--- src/rtl/serial_adder.sv ---
// Bit-serial WIDTH-bit adder: one full-adder cell and a registered carry,
// one bit per clock LSB first, with a one-cycle done strobe per result.
module serial_adder #(
  parameter int unsigned WIDTH = 8
) (
  input  logic             clk,
  input  logic             rst,
  input  logic             start,
  input  logic [WIDTH-1:0] a,
  input  logic [WIDTH-1:0] b,
  input  logic             cin,
  output logic             busy,
  output logic             done,
  output logic [WIDTH-1:0] sum,
  output logic             cout
);

  localparam int unsigned CW = (WIDTH > 1) ? $clog2(WIDTH) : 1;
  localparam logic [CW-1:0] LAST = CW'(WIDTH - 1);

  typedef enum logic [1:0] {
    IDLE = 2'd0,
    RUN  = 2'd1,
    DONE = 2'd2
  } state_t;

  state_t           state;
  logic [WIDTH-1:0] a_sh;
  logic [WIDTH-1:0] b_sh;
  logic [WIDTH-1:0] s_sh;
  logic             carry;
  logic [CW-1:0]    cnt;

  // Full-adder cell on the current LSBs plus the next sum-shift image
  logic             bit_s;
  logic             carry_nxt;
  logic [WIDTH-1:0] s_shift;

  always_comb begin
    bit_s     = a_sh[0] ^ b_sh[0] ^ carry;
    carry_nxt = (a_sh[0] & b_sh[0]) | (carry & (a_sh[0] ^ b_sh[0]));
    s_shift   = (s_sh >> 1) | (WIDTH'(bit_s) << (WIDTH - 1));
  end

  always_ff @(posedge clk or posedge rst) begin
    if (rst) begin
      state <= IDLE;
      busy  <= 1'b0;
      done  <= 1'b0;
      sum   <= '0;
      cout  <= 1'b0;
      a_sh  <= '0;
      b_sh  <= '0;
      s_sh  <= '0;
      carry <= 1'b0;
      cnt   <= '0;
    end else begin
      case (state)
        IDLE, DONE: begin
          done <= 1'b0;
          if (start) begin
            a_sh  <= a;
            b_sh  <= b;
            carry <= cin;
            s_sh  <= '0;
            cnt   <= '0;
            state <= RUN;
            busy  <= 1'b1;
          end else begin
            state <= IDLE;
          end
        end
        RUN: begin
          a_sh  <= a_sh >> 1;
          b_sh  <= b_sh >> 1;
          s_sh  <= s_shift;
          carry <= carry_nxt;
          cnt   <= cnt + CW'(1);
          // Last bit: publish result; partial values never reach sum/cout
          if (cnt == LAST) begin
            sum   <= s_shift;
            cout  <= carry_nxt;
            state <= DONE;
            busy  <= 1'b0;
            done  <= 1'b1;
          end
        end
        default: begin
          state <= IDLE;
          busy  <= 1'b0;
          done  <= 1'b0;
        end
      endcase
    end
  end

endmodule

--- config.mk ---
export PLATFORM = sky130hd
export DESIGN_NAME = serial_adder
export DESIGN_NICKNAME = d
export VERILOG_FILES = /design/src/rtl/serial_adder.sv
export SDC_FILE = /design/constraint.sdc
export NUM_CORES = 1
export LEC_CHECK = 0
export ABC_AREA = 1
export BUFFER_PORTS_ARGS = -buffer_cell sky130_fd_sc_hd__buf_2
export CAP_MARGIN = 20
export CELL_PAD_IN_SITES_DETAIL_PLACEMENT = 0
export CELL_PAD_IN_SITES_GLOBAL_PLACEMENT = 1
export CORE_UTILIZATION = 41
export CTS_CLUSTER_SIZE = 10
export DETAILED_ROUTE_END_ITERATION = 7
export MAX_ROUTING_LAYER = met4
export PLACE_DENSITY = 0.86
export RECOVER_POWER = 100
export SKIP_CTS_REPAIR_TIMING = 1
export SYNTH_ARGS = -nofsm -noshare
export SYNTH_HDL_FRONTEND = slang
export SYNTH_SLANG_ARGS = --single-unit
--- constraint.sdc ---
create_clock -name clk -period 1.8 [get_ports clk]
set_input_delay 0.18 -clock clk [delete_from_list [all_inputs] [get_ports clk]]
set_output_delay 0.18 -clock clk [all_outputs]
set_load 0.01 [all_outputs]
Yosys cells after proc, flatten, opt, wreduce, memory -nomap -nowiden:

Index checks and enable logic that the tools add are counted.
W data, S select, Z words.

* word-level logic and storage cells: 46
* flip-flop bits (word level): 41
* input port bits: 20

* multiplexer cells: 18
* reduce and logical (&&, ||, !) cells: 6
* equality and inequality tests: 5
* $add $sub $neg: 1
* bitwise gates (word level): 6

Operator list (count)
* $pmux W8 S2: 3
* $mux W8: 3
* $or A7 B8 Y8: 1
* $mux W1: 6
* $pmux W3 S2: 1
* $reduce_and A2 Y1: 3
* $ne A2 B2 Y1 const B: 2
* $pmux W1 S2: 2
* $pmux W2 S2: 1
* $add A3 B1 Y3 const B: 1
* $eq A3 B3 Y1 const B: 1
* $mux W3: 1
* $and A1 B1 Y1: 2
* $eq A2 B1 Y1 const B: 1
* $eq A2 B2 Y1 const B: 1
* $logic_not A2 Y1: 1
* $mux W2: 1
* $reduce_bool A2 Y1: 1
* $reduce_or A2 Y1: 1
* $xor A1 B1 Y1: 2
* $or A1 B1 Y1: 1

Longest topological paths before layout:

Gate-level depths: netlist (run 1).

* depth after elaboration: 4
* mapped depth: 8

Worst setup path before layout (run 1):

No wires, ideal clock.

* path kind: register to register
* start point: reg cnt[0]
* end point: reg sum[5]
* setup slack: 571 ps
* data required time: 1726 ps
* stages on the path, launching flop included: 7
* data arrival time: 1155 ps
* clock period less this slack: 1229 ps
* path through: dfrtp_1 -> ha_1 -> ha_1 -> nand2_4 -> buf_6 -> nand2_1 -> o21ai_2

* cells in the longest elaborated chain, start to end: 2

Ends and longest elaborated chain
* from (decl): RTL line 32 `logic [CW-1:0] cnt;`
* from (signal assigned): RTL line 78 `cnt <= cnt + CW'(1);`
* $eq A3 B3 Y1: RTL line 80 `if (cnt == LAST) begin`
* $reduce_and A2 Y1 (no source line)
* to (signal assigned): RTL line 81 `sum <= s_shift;`
* to (decl): RTL line 14 `output logic [WIDTH-1:0] sum,`

Every way passes these cells.
A chain may end at the register's enable or synchronous reset.

Final worst setup path (run 1):

* start point: reg state[0]
* end point: reg sum[5]

* cells in the longest elaborated chain, start to end: 2

Ends and longest elaborated chain
* from (decl): RTL line 27 `state_t state;`
* from (signal assigned): RTL line 47 `state <= IDLE;`
* from (signal assigned): RTL line 67 `state <= RUN;`
* from (signal assigned): RTL line 70 `state <= IDLE;`
* $eq A2 B1 Y1: RTL line 58 `case (state)`
* $reduce_and A2 Y1 (no source line)

Every way passes these cells.

==> run_results.csv, run 1 <==
group,metric,value,unit
timing,period_minus_slack,1.39,ns
timing,worstMarginPinSlew,0.943,ns
yosys,synth-compound-area-share,6.83,%
final_layout,fillers,446,
floorplanning,core-area,4410,µm²
yosys,ys_seq_area_share,51.2,%
yosys,synth_fp_nets,246,
drt,drc_errors,0,
timing,rsz0062_at_grt,"no",
global_routing,track_usage,17.3,%
placed_design,port_buffers,30,
yosys,synth_area_leaders,"dfrtp_1 51%, nand2_1 14%, inv_1 7.9%",
worst_setup_path,cp_slowest_stage_delay,0.47,ns
timing,fin_crit_sh,77.4,%
cts,numCtsBuffers,5,
floorplanning,row_count,24,
placed_design,placed_cell_area,2060,µm²
timing,hold_viol,0,
yosys,synth_xor_xnor_area_share,0,%
yosys,syn_area_per_cell,8.54,µm²
global_routing,grt_pass1_wl,6420,µm
drt,post_drt_wl_per_cell,11.5,µm
pwr,total_leakage_power,1.18,nW
drt,detail-route-antenna-nets,0,
placed_design,dpl.hpwl,2380,µm
yosys,synth_top_area_share,51.2,%
timing,fmax,0.718,GHz
timing,final_max_slew_viol_count,0,
worst_setup_path,cp-end-kind,"flip-flop",
final_layout,fin_area,2110,µm²
worst_setup_path,path_buf_inv,1,
cts,clock-sinks,39,
pwr,power.total,3.80,mW
yosys,netlist_area,1900,µm²
yosys,post_synth_num_cell_types,20,
flow_run,drv_cap,0,
placed_design,gp_congestion,0.701,
drt,drtPass1Iterations,4,
final_layout,layout.nets,277,
yosys,ys.warnings.count,0,
yosys,synthCells,223,
pwr,max-vdd-ir-drop,0.000571,V
global_routing,grt_overflow,0,
worst_setup_path,slowest_stage,"dfrtp_1",
global_routing,antenna_found_initial,0,
yosys,synthSimpleGateAreaFrac,26.3,%
yosys,synth_fa_ha_area_share,2.37,%
timing,setup_violations,0,
floorplanning,io_pins,31,
worst_setup_path,startpoint_type,"flip-flop",
floorplanning,die-area,4920,µm²
timing,slew-limit-headroom,37.1,%
cts,clk_latency,0.29,ns
yosys,synthMuxAreaShare,0,%
floorplanning,die_h,70.2,µm
worst_setup_path,critPathTopFamily,"simple AND/OR/NAND/NOR gates",
drt,wirelength,3530,µm
cts,path_clk_slew,0.07,ns
worst_setup_path,required,1.96,ns
pwr,p_per_area,1800,nW/µm²
floorplanning,start_util,43.1,%
cts,root_buffer,"clkbuf_8",
global_routing,grt_pass1_vias,1420,
global_routing,grt_start_max_net_pins,40,
drt,via_count,1409,
final_layout,area.growth.synth_to_final,11.0,%
cts,htree_num_levels,2,
yosys,synth_seq_cells,39,
cts,clock_tree.buffer_depth,2,
yosys,synth.largest_area_cell,"dfrtp_1",
worst_setup_path,path_cells,"inv_2, nor2_4, nand2_2, nand2_1, o21ai_0",
worst_hold_path,hold_class,"input pin to flip-flop",
yosys,synth_top_family_by_area,"simple AND/OR/NAND/NOR gates",
floorplanning,die_width,70.2,µm
final_layout,diodes,0,
worst_setup_path,cp.arrival,1.55,ns
run_status,outcome,"finished clean",
worst_setup_path,cp_max_fo,18,
timing,finalClockSkew,0.00345,ns
worst_setup_path,critPathKind,"flip-flop to flip-flop",
drt,routed_via_density,4.59,
drt,drtIter0Drc,98,
timing,tns,0,ns
cts,cts_tree,"done",
final_layout,layout-drive-gt1-share,14.9,%
## layer usage
metal,routed length (µm),vias to the layer above,track usage [%],part of all wire (%)
li1,-,735,-,-
met2,1630,26,26.3,46
met3,126,4,4.47,3.6
met5,0,-,-,0
met1,1720,644,21.9,49
met4,56,0,7.33,1.6
## synthesized netlist by cell type, drive strengths merged
master / count
inv: 43
o21ai: 19
buf: 9
nor2: 2
dfrtp: 39
nand3: 30
fa: 1
ha: 2
a21oi: 1
nand2: 77
## cell usage in the layout (no fill, tap or decap)
cell type and instances:
fa_1 1, nand2_2 1, a21oi_1 1, o21ai_0 16
nand2_1 73, buf_4 2, nand3_1 30, o21ai_2 2
nor2_4 1, dfrtp_1 39, clkbuf_1 12, nand2_8 2
inv_6 1, o21ai_1 1, buf_2 19, clkbuf_2 1
nor2_1 1, inv_1 41, inv_2 1, clkbuf_8 7
ha_1 2, nand2_4 1
## final cells by class
class	count	area [µm²]	area share [%]
clock buffers	8	100	4.74
flip-flops and latches	39	976	46.2
repair buffers	33	156	7.40
multi-input cells	132	649	30.7
inverters	43	166	7.87
well taps	52	65.1	3.08
## stage by stage
step	util, %	std cells	setup WS, ns	hold slack [ns]
after global placement	46.6	299	0.489	0.325
after global routing	47.9	307	0.206	0.125
after floorplan	-	223	0.571	0.307
after CTS	48.9	307	0.446	0.0243
after detailed placement	46.6	299	0.458	0.337
final	47.9	307	0.407	0.119
## report_power, final
part	switching [mW]	internal, mW	leakage, nW	total (mW)
sequential	0.233	1.29	0.483	1.52
clock	0.290	0.350	0.0515	0.639
combinational	1.05	0.586	0.642	1.64
total	1.57	2.23	1.18	3.80
## cell families (layout without fill, tap and decap cells)
kind of cell               Yosys count  after routing
adders and majority gates            3              3
and+or+nand+nor                    109            109
buffers and inverters               52             84
DFF                                 39             39
AOI/OAI and AO/OA                   20             20
## tightest hold or removal path, delay by kind of cell
family	cells	cell delay (ns)
AO/OA/AOI/OAI	1	0.07
AND/OR/NAND/NOR	1	0.04
buffers and inverters	1	0.08
## final timing paths
check	startpoint	endpoint	slack, ns	cells after the start
min in group asynchronous	rst	sum[1]	0.18	3
max	state[0]	sum[5]	0.41	5
max reg2reg	state[0]	sum[5]	0.41	5
min	b[7]	b_sh[7]	0.12	3
max in group asynchronous	rst	a_sh[6]	1.04	3
min reg2reg	cnt[0]	cnt[0]	0.48	1
## state kept, by name (all words and copies together), names as in the netlist
signal and count:
state 2, sum 8, cnt 3, s_sh 7
busy 1, a_sh 8, b_sh 8, cout 1
carry 1
Note: power is estimated with default switching activity, not from simulation.
==> run 2, diff against run 1 <==
--- a/config.mk
+++ b/config.mk
@@ -10,11 +10,11 @@
 export CAP_MARGIN = 20
 export CELL_PAD_IN_SITES_DETAIL_PLACEMENT = 0
 export CELL_PAD_IN_SITES_GLOBAL_PLACEMENT = 1
-export CORE_UTILIZATION = 41
+export CORE_UTILIZATION = 37
 export CTS_CLUSTER_SIZE = 10
 export DETAILED_ROUTE_END_ITERATION = 7
 export MAX_ROUTING_LAYER = met4
-export PLACE_DENSITY = 0.86
+export PLACE_DENSITY = 0.82
 export RECOVER_POWER = 100
 export SKIP_CTS_REPAIR_TIMING = 1
 export SYNTH_ARGS = -nofsm -noshare
==> constraint.sdc (replaced) <==
create_clock -name clk -period 1.17 [get_ports clk]
set_input_delay 0.117 -clock clk [delete_from_list [all_inputs] [get_ports clk]]
set_output_delay 0.117 -clock clk [all_outputs]
set_load 0.01 [all_outputs]
==> run 2 against run 1 <==
Against the previous run: first-iteration DRC count decreased by 13%; highest routed layer unchanged; critical path depth unchanged; clock skew increased by 0.0037 ns; largest power group unchanged; critical path type unchanged; worst hold slack got worse by 0.068 ns; clock power grew 39%.
==> run_results.csv, run 2 (synthesis gave the netlist of run 1 again) <==
group,metric,value,unit
pwr,max-vdd-ir-drop,0.000934,V
timing,slew-limit-headroom,64.1,%
final_layout,fillers,468,
final_layout,register_area,977,µm²
placed_design,dp_cells,327,
floorplanning,io_pins,31,
pwr,pwr-share-seq,35.7,%
floorplanning,row_count,25,
final_layout,area.growth.synth_to_final,25.6,%
drt,drtIter0Drc,85,
timing,rsz0062_at_grt,"yes",
worst_setup_path,slowest_stage,"dfrtp_1",
pwr,switching_share,40.6,%
cts,clock_tree.buffer_depth,2,
placed_design,port_buffers,30,
drt,via_count,1482,
worst_setup_path,cp-end-kind,"flip-flop",
timing,setup_violations,0,
drt,drc_errors,0,
placed_design,placed_cell_area,2230,µm²
drt,routed_via_density,4.35,
floorplanning,die-area,5440,µm²
final_layout,stdcell_count,341,
final_layout,diodes,0,
final_layout,largestRegisters,"a_sh: 8 flops, b_sh: 8 flops, sum: 8 flops",
pwr,total_leakage_power,1.30,nW
global_routing,grt_start_max_net_pins,40,
final_layout,fin_area,2390,µm²
global_routing,antenna_found_initial,0,
floorplanning,start_util,39.3,%
worst_setup_path,cp_max_fo,7,
placed_design,gp_congestion,0.746,
worst_setup_path,required,1.35,ns
global_routing,grt_pass1_vias,1308,
final_layout,layout.nets,296,
pwr,p_int,3.89,mW
cts,htree_num_levels,2,
worst_setup_path,critPathKind,"flip-flop to flip-flop",
pwr,p_per_area,2740,nW/µm²
placed_design,dpl.hpwl,2480,µm
drt,post_drt_wl_per_cell,11.0,µm
worst_hold_path,hold_class,"input pin to flip-flop",
pwr,combPwrFrac,50.8,%
drt,wirelength,3750,µm
floorplanning,core-area,4850,µm²
floorplanning,die_width,73.7,µm
run_status,outcome,"finished clean",
cts,root_buffer,"clkbuf_8",
cts,cts_tree,"done",
flow_run,drv_cap,0,
timing,period_minus_slack,1.17,ns
cts,numCtsBuffers,5,
drt,drtPass1Iterations,4,
pwr,p_clk_share,13.6,%
cts,clk_latency,0.29,ns
final_layout,layout_commonest_cell,"nand2_1",
final_layout,layout-drive-gt1-share,26.6,%
timing,final_max_slew_viol_count,0,
global_routing,grt_overflow,0,
timing,fin_crit_sh,100,%
worst_setup_path,startpoint_type,"flip-flop",
timing,worstMarginPinSlew,0.539,ns
floorplanning,die_h,73.7,µm
timing,finalClockSkew,0.00711,ns
worst_setup_path,cp.arrival,1.35,ns
pwr,p_sw,2.66,mW
timing,hold_viol,0,
global_routing,grt_pass1_wl,6110,µm
timing,fmax,0.855,GHz
final_layout,final_cell_mix,"70 x nand2_1, 39 x inv_1, 38 x dfrtp_1",
cts,path_clk_slew,0.08,ns
cts,clock-sinks,39,
worst_setup_path,critPathTopFamily,"flip-flops",
global_routing,track_usage,15.4,%
worst_setup_path,cp_slowest_stage_delay,0.38,ns
worst_setup_path,path_cells,"ha_2, ha_4, nand2_4, clkbuf_16, o21ai_2",
final_layout,multi_input_area,697,µm²
worst_setup_path,path_buf_inv,1,
drt,detail-route-antenna-nets,0,
## run 2: final timing paths
path                       slack [ns]  startpoint  depth (start not counted)  endpoint
setup reg to reg               0.0005      cnt[1]                          5    sum[0]
hold reg to reg                  0.48      sum[3]                          2    sum[3]
max in group asynchronous        0.26         rst                          4  state[1]
min in group asynchronous        0.53         rst                          4    sum[2]
setup / recovery               0.0005      cnt[1]                          5    sum[0]
hold / removal                   0.05        b[7]                          3   b_sh[7]
## run 2: layout make-up
| type | count | area share [%] |
|---|---|---|
| clock inverter | 2 | 0.523 |
| tap | 67 | 3.50 |
| sequential | 39 | 40.8 |
| clock buffer | 6 | 3.03 |
| multi-input combinational | 132 | 29.1 |
| timing repair buffer | 52 | 15.9 |
| inverter | 43 | 7.06 |
## run 2: layer usage
| layer | wire (µm) | global-route usage, % | part of all wire, % | vias to the layer above |
|---|---|---|---|---|
| met5 | 0 | - | 0 | - |
| met4 | 43 | 6.41 | 1.1 | 0 |
| met3 | 121 | 3.29 | 3.2 | 4 |
| met2 | 1700 | 21.3 | 45 | 27 |
| met1 | 1880 | 21.7 | 50 | 675 |
| li1 | - | - | - | 776 |
## run 2: worst register-to-register path, cell delays in order, from the launching register on
cell	delay [ns]
dfrtp_1	0.38
ha_2	0.20
ha_4	0.17
nand2_4	0.10
clkbuf_16	0.17
o21ai_2	0.05
## run 2: power groups by stage
stage	logic, mW	registers (mW)	clock network, mW
2_1_floorplan	2.24	2.36	0
3_3_place_gp	3.13	2.31	0
3_5_place_dp	3.17	2.33	0
4_1_cts	3.18	2.31	0.930
5_1_grt	3.77	2.41	0.979
6_report	3.33	2.34	0.890
## run 2: stage by stage
step | TNS (ns) | utilization, % | setup WS, ns | power, mW | hold WS (ns)
3_3_place_gp | -0.00292 | 46.0 | -0.00292 | 5.44 | 0.182
6_report | 0 | 49.3 | 0.000546 | 6.56 | 0.0508
4_1_cts | -0.111 | 47.7 | -0.0443 | 6.42 | -0.141
3_5_place_dp | -0.0311 | 46.0 | -0.0193 | 5.50 | 0.187
5_1_grt | -0.785 | 49.3 | -0.0426 | 7.16 | 0.0528
2_1_floorplan | 0 | - | 0.000108 | 4.60 | 0.244
==> run 3, diff against run 2 <==
--- a/config.mk
+++ b/config.mk
@@ -8,13 +8,13 @@
 export ABC_AREA = 1
 export BUFFER_PORTS_ARGS = -buffer_cell sky130_fd_sc_hd__buf_2
 export CAP_MARGIN = 20
-export CELL_PAD_IN_SITES_DETAIL_PLACEMENT = 0
-export CELL_PAD_IN_SITES_GLOBAL_PLACEMENT = 1
-export CORE_UTILIZATION = 37
+export CELL_PAD_IN_SITES_DETAIL_PLACEMENT = 1
+export CELL_PAD_IN_SITES_GLOBAL_PLACEMENT = 2
+export CORE_UTILIZATION = 30
 export CTS_CLUSTER_SIZE = 10
 export DETAILED_ROUTE_END_ITERATION = 7
 export MAX_ROUTING_LAYER = met4
-export PLACE_DENSITY = 0.82
+export PLACE_DENSITY = 0.83
 export RECOVER_POWER = 100
 export SKIP_CTS_REPAIR_TIMING = 1
 export SYNTH_ARGS = -nofsm -noshare
==> run 3 against run 2 <==
Against the previous run: the flow now finishes with violations (setup timing); die area increased by 23%; critical endpoint is now s_sh[7]; sequential share of layout area decreased by 1.4 points; worst hold slack got worse by 0.0042 ns; worst setup slack got worse by 0.030 ns; combinational power increased by 10%; count of clock-buffer cells in the layout decreased by 1; final area increased by 3.6%; clock power increased by 26%; critical path type unchanged; utilization decreased by 8.2 points.
==> run_results.csv, run 3 (synthesis gave the netlist of run 1 again) <==
group,metric,value,unit
timing,setup_violations,2,
drt,drtIter0Drc,82,
worst_hold_path,hold_class,"input pin to flip-flop",
worst_setup_path,startpoint_type,"flip-flop",
cts,clk_latency,0.29,ns
placed_design,place_ws,-0.0602,ns
pwr,total_leakage_power,1.33,nW
drt,detail-route-antenna-nets,0,
timing,fmax,0.834,GHz
pwr,p_int,4.22,mW
worst_setup_path,cp-end-kind,"flip-flop",
global_routing,track_usage,15.1,%
timing,finalClockSkew,0.00366,ns
worst_hold_path,min_path_cells,3,
final_layout,multi_input_area,736,µm²
timing,final_max_slew_viol_count,0,
final_layout,largestRegisters,"a_sh: 8 flops, b_sh: 8 flops, sum: 8 flops",
pwr,power.total,7.14,mW
floorplanning,io_pins,31,
global_routing,grt_pass1_wl,7210,µm
placed_design,dpl.hpwl,2930,µm
worst_setup_path,r2r-start,"a_sh[0]",
worst_setup_path,reg2reg_to,"s_sh[7]",
timing,period_minus_slack,1.20,ns
pwr,p_per_area,2880,nW/µm²
cts,numCtsBuffers,5,
final_layout,register_area,977,µm²
global_routing,grt_overflow,0,
pwr,p_clk_share,15.7,%
cts,cts_tree,"done",
pwr,p_sw,2.92,mW
drt,post_drt_wl_per_cell,12.3,µm
timing,hold_ws,0.0466,ns
cts,clock-sinks,39,
worst_hold_path,holdPathEnd,"a_sh[7]",
timing,hold_viol,0,
final_layout,layout-drive-gt1-share,28.3,%
floorplanning,start_util,31.6,%
pwr,switching_share,40.9,%
timing,setup_ws,-0.0296,ns
worst_hold_path,min_from,"a[7]",
floorplanning,row_count,28,
drt,drc_errors,0,
placed_design,port_buffers,30,
global_routing,antenna_found_initial,0,
pwr,combPwrFrac,51.4,%
timing,rsz0062_at_grt,"yes",
final_layout,fillers,755,
global_routing,grt_start_max_net_pins,40,
drt,drtPass1Iterations,4,
final_layout,layout.nets,301,
floorplanning,die-area,6670,µm²
timing,slew-limit-headroom,64.3,%
pwr,max-vdd-ir-drop,0.000920,V
placed_design,gp_congestion,0.708,
worst_setup_path,r2r_slack,-0.03,ns
worst_setup_path,cp_max_fo,2,
cts,path_clk_slew,0.08,ns
floorplanning,die_width,81.7,µm
floorplanning,die_h,81.7,µm
final_layout,area.growth.synth_to_final,30.2,%
run_status,violations,"setup timing",
timing,worstMarginPinSlew,0.536,ns
drt,via_count,1555,
final_layout,diodes,0,
final_layout,final_util,41.1,%
cts,root_buffer,"clkbuf_8",
pwr,pwr-share-seq,32.9,%
drt,routed_via_density,4.39,
cts,htree_num_levels,2,
timing,fin_crit_sh,103,%
floorplanning,core-area,6030,µm²
final_layout,layout_commonest_cell,"nand2_1",
flow_run,drv_cap,0,
global_routing,grt_pass1_vias,1527,
final_layout,final_cell_mix,"73 x nand2_1, 39 x inv_1, 38 x dfrtp_1",
worst_setup_path,cp.arrival,1.42,ns
cts,clock_tree.buffer_depth,2,
run_status,outcome,"finished, violations left",
worst_setup_path,required,1.39,ns
drt,wirelength,4370,µm
worst_setup_path,worstRegToRegCells,3,
worst_setup_path,critPathKind,"flip-flop to flip-flop",
[run 3: worst max-delay path by stage]
stage	from	endpoint	slack [ns]	cells after the start
global route	state[0]	a_sh[6]	-0.07	6
CTS	cnt[0]	sum[2]	-0.07	5
detailed placement	cnt[0]	sum[2]	-0.06	5
finish	a_sh[0]	s_sh[7]	-0.03	3
floorplan	a_sh[0]	carry	0.0001	5
global placement	cnt[0]	sum[3]	-0.02	5
[run 3: cell type report]
class	instances	share of cell area, %
flip-flops and latches	39	39.4
multi-input cells	133	29.7
repair buffers	56	15.7
inverters	43	6.81
well taps	75	3.79
clock buffers	5	2.78
clock inverters	3	1.77
[run 3: per-stage QoR]
step                      instances  area (µm²)  setup TNS, ns
after floorplan                 223        1910              0
after global placement          338        2250         -0.141
after detailed placement        338        2250         -0.531
after CTS                       346        2360         -0.779
after global routing            354        2480         -0.504
final                           354        2480        -0.0396
[run 3: routing by layer]
metal,GRT usage [%],share of wire [%],vias to the layer above
li1,-,-,789
met1,20.2,48,740
met2,22.2,48,19
met3,3.33,2.9,7
met4,5.79,1.4,0
met5,-,0,-
[run 3: power by group through the flow]
stage | registers (mW) | clock network, mW | logic (mW)
finish | 2.35 | 1.12 | 3.67
global route | 2.42 | 1.21 | 4.13
floorplan | 2.36 | 0 | 2.24
global placement | 2.33 | 0 | 3.17
CTS | 2.34 | 1.15 | 3.28
detailed placement | 2.36 | 0 | 3.25
[run 3: worst max-delay path: stages, from the launching register on]
cell and delay [ns]:
dfrtp_1 0.41, fa_2 0.59, nand2_1 0.05, o21ai_1 0.07
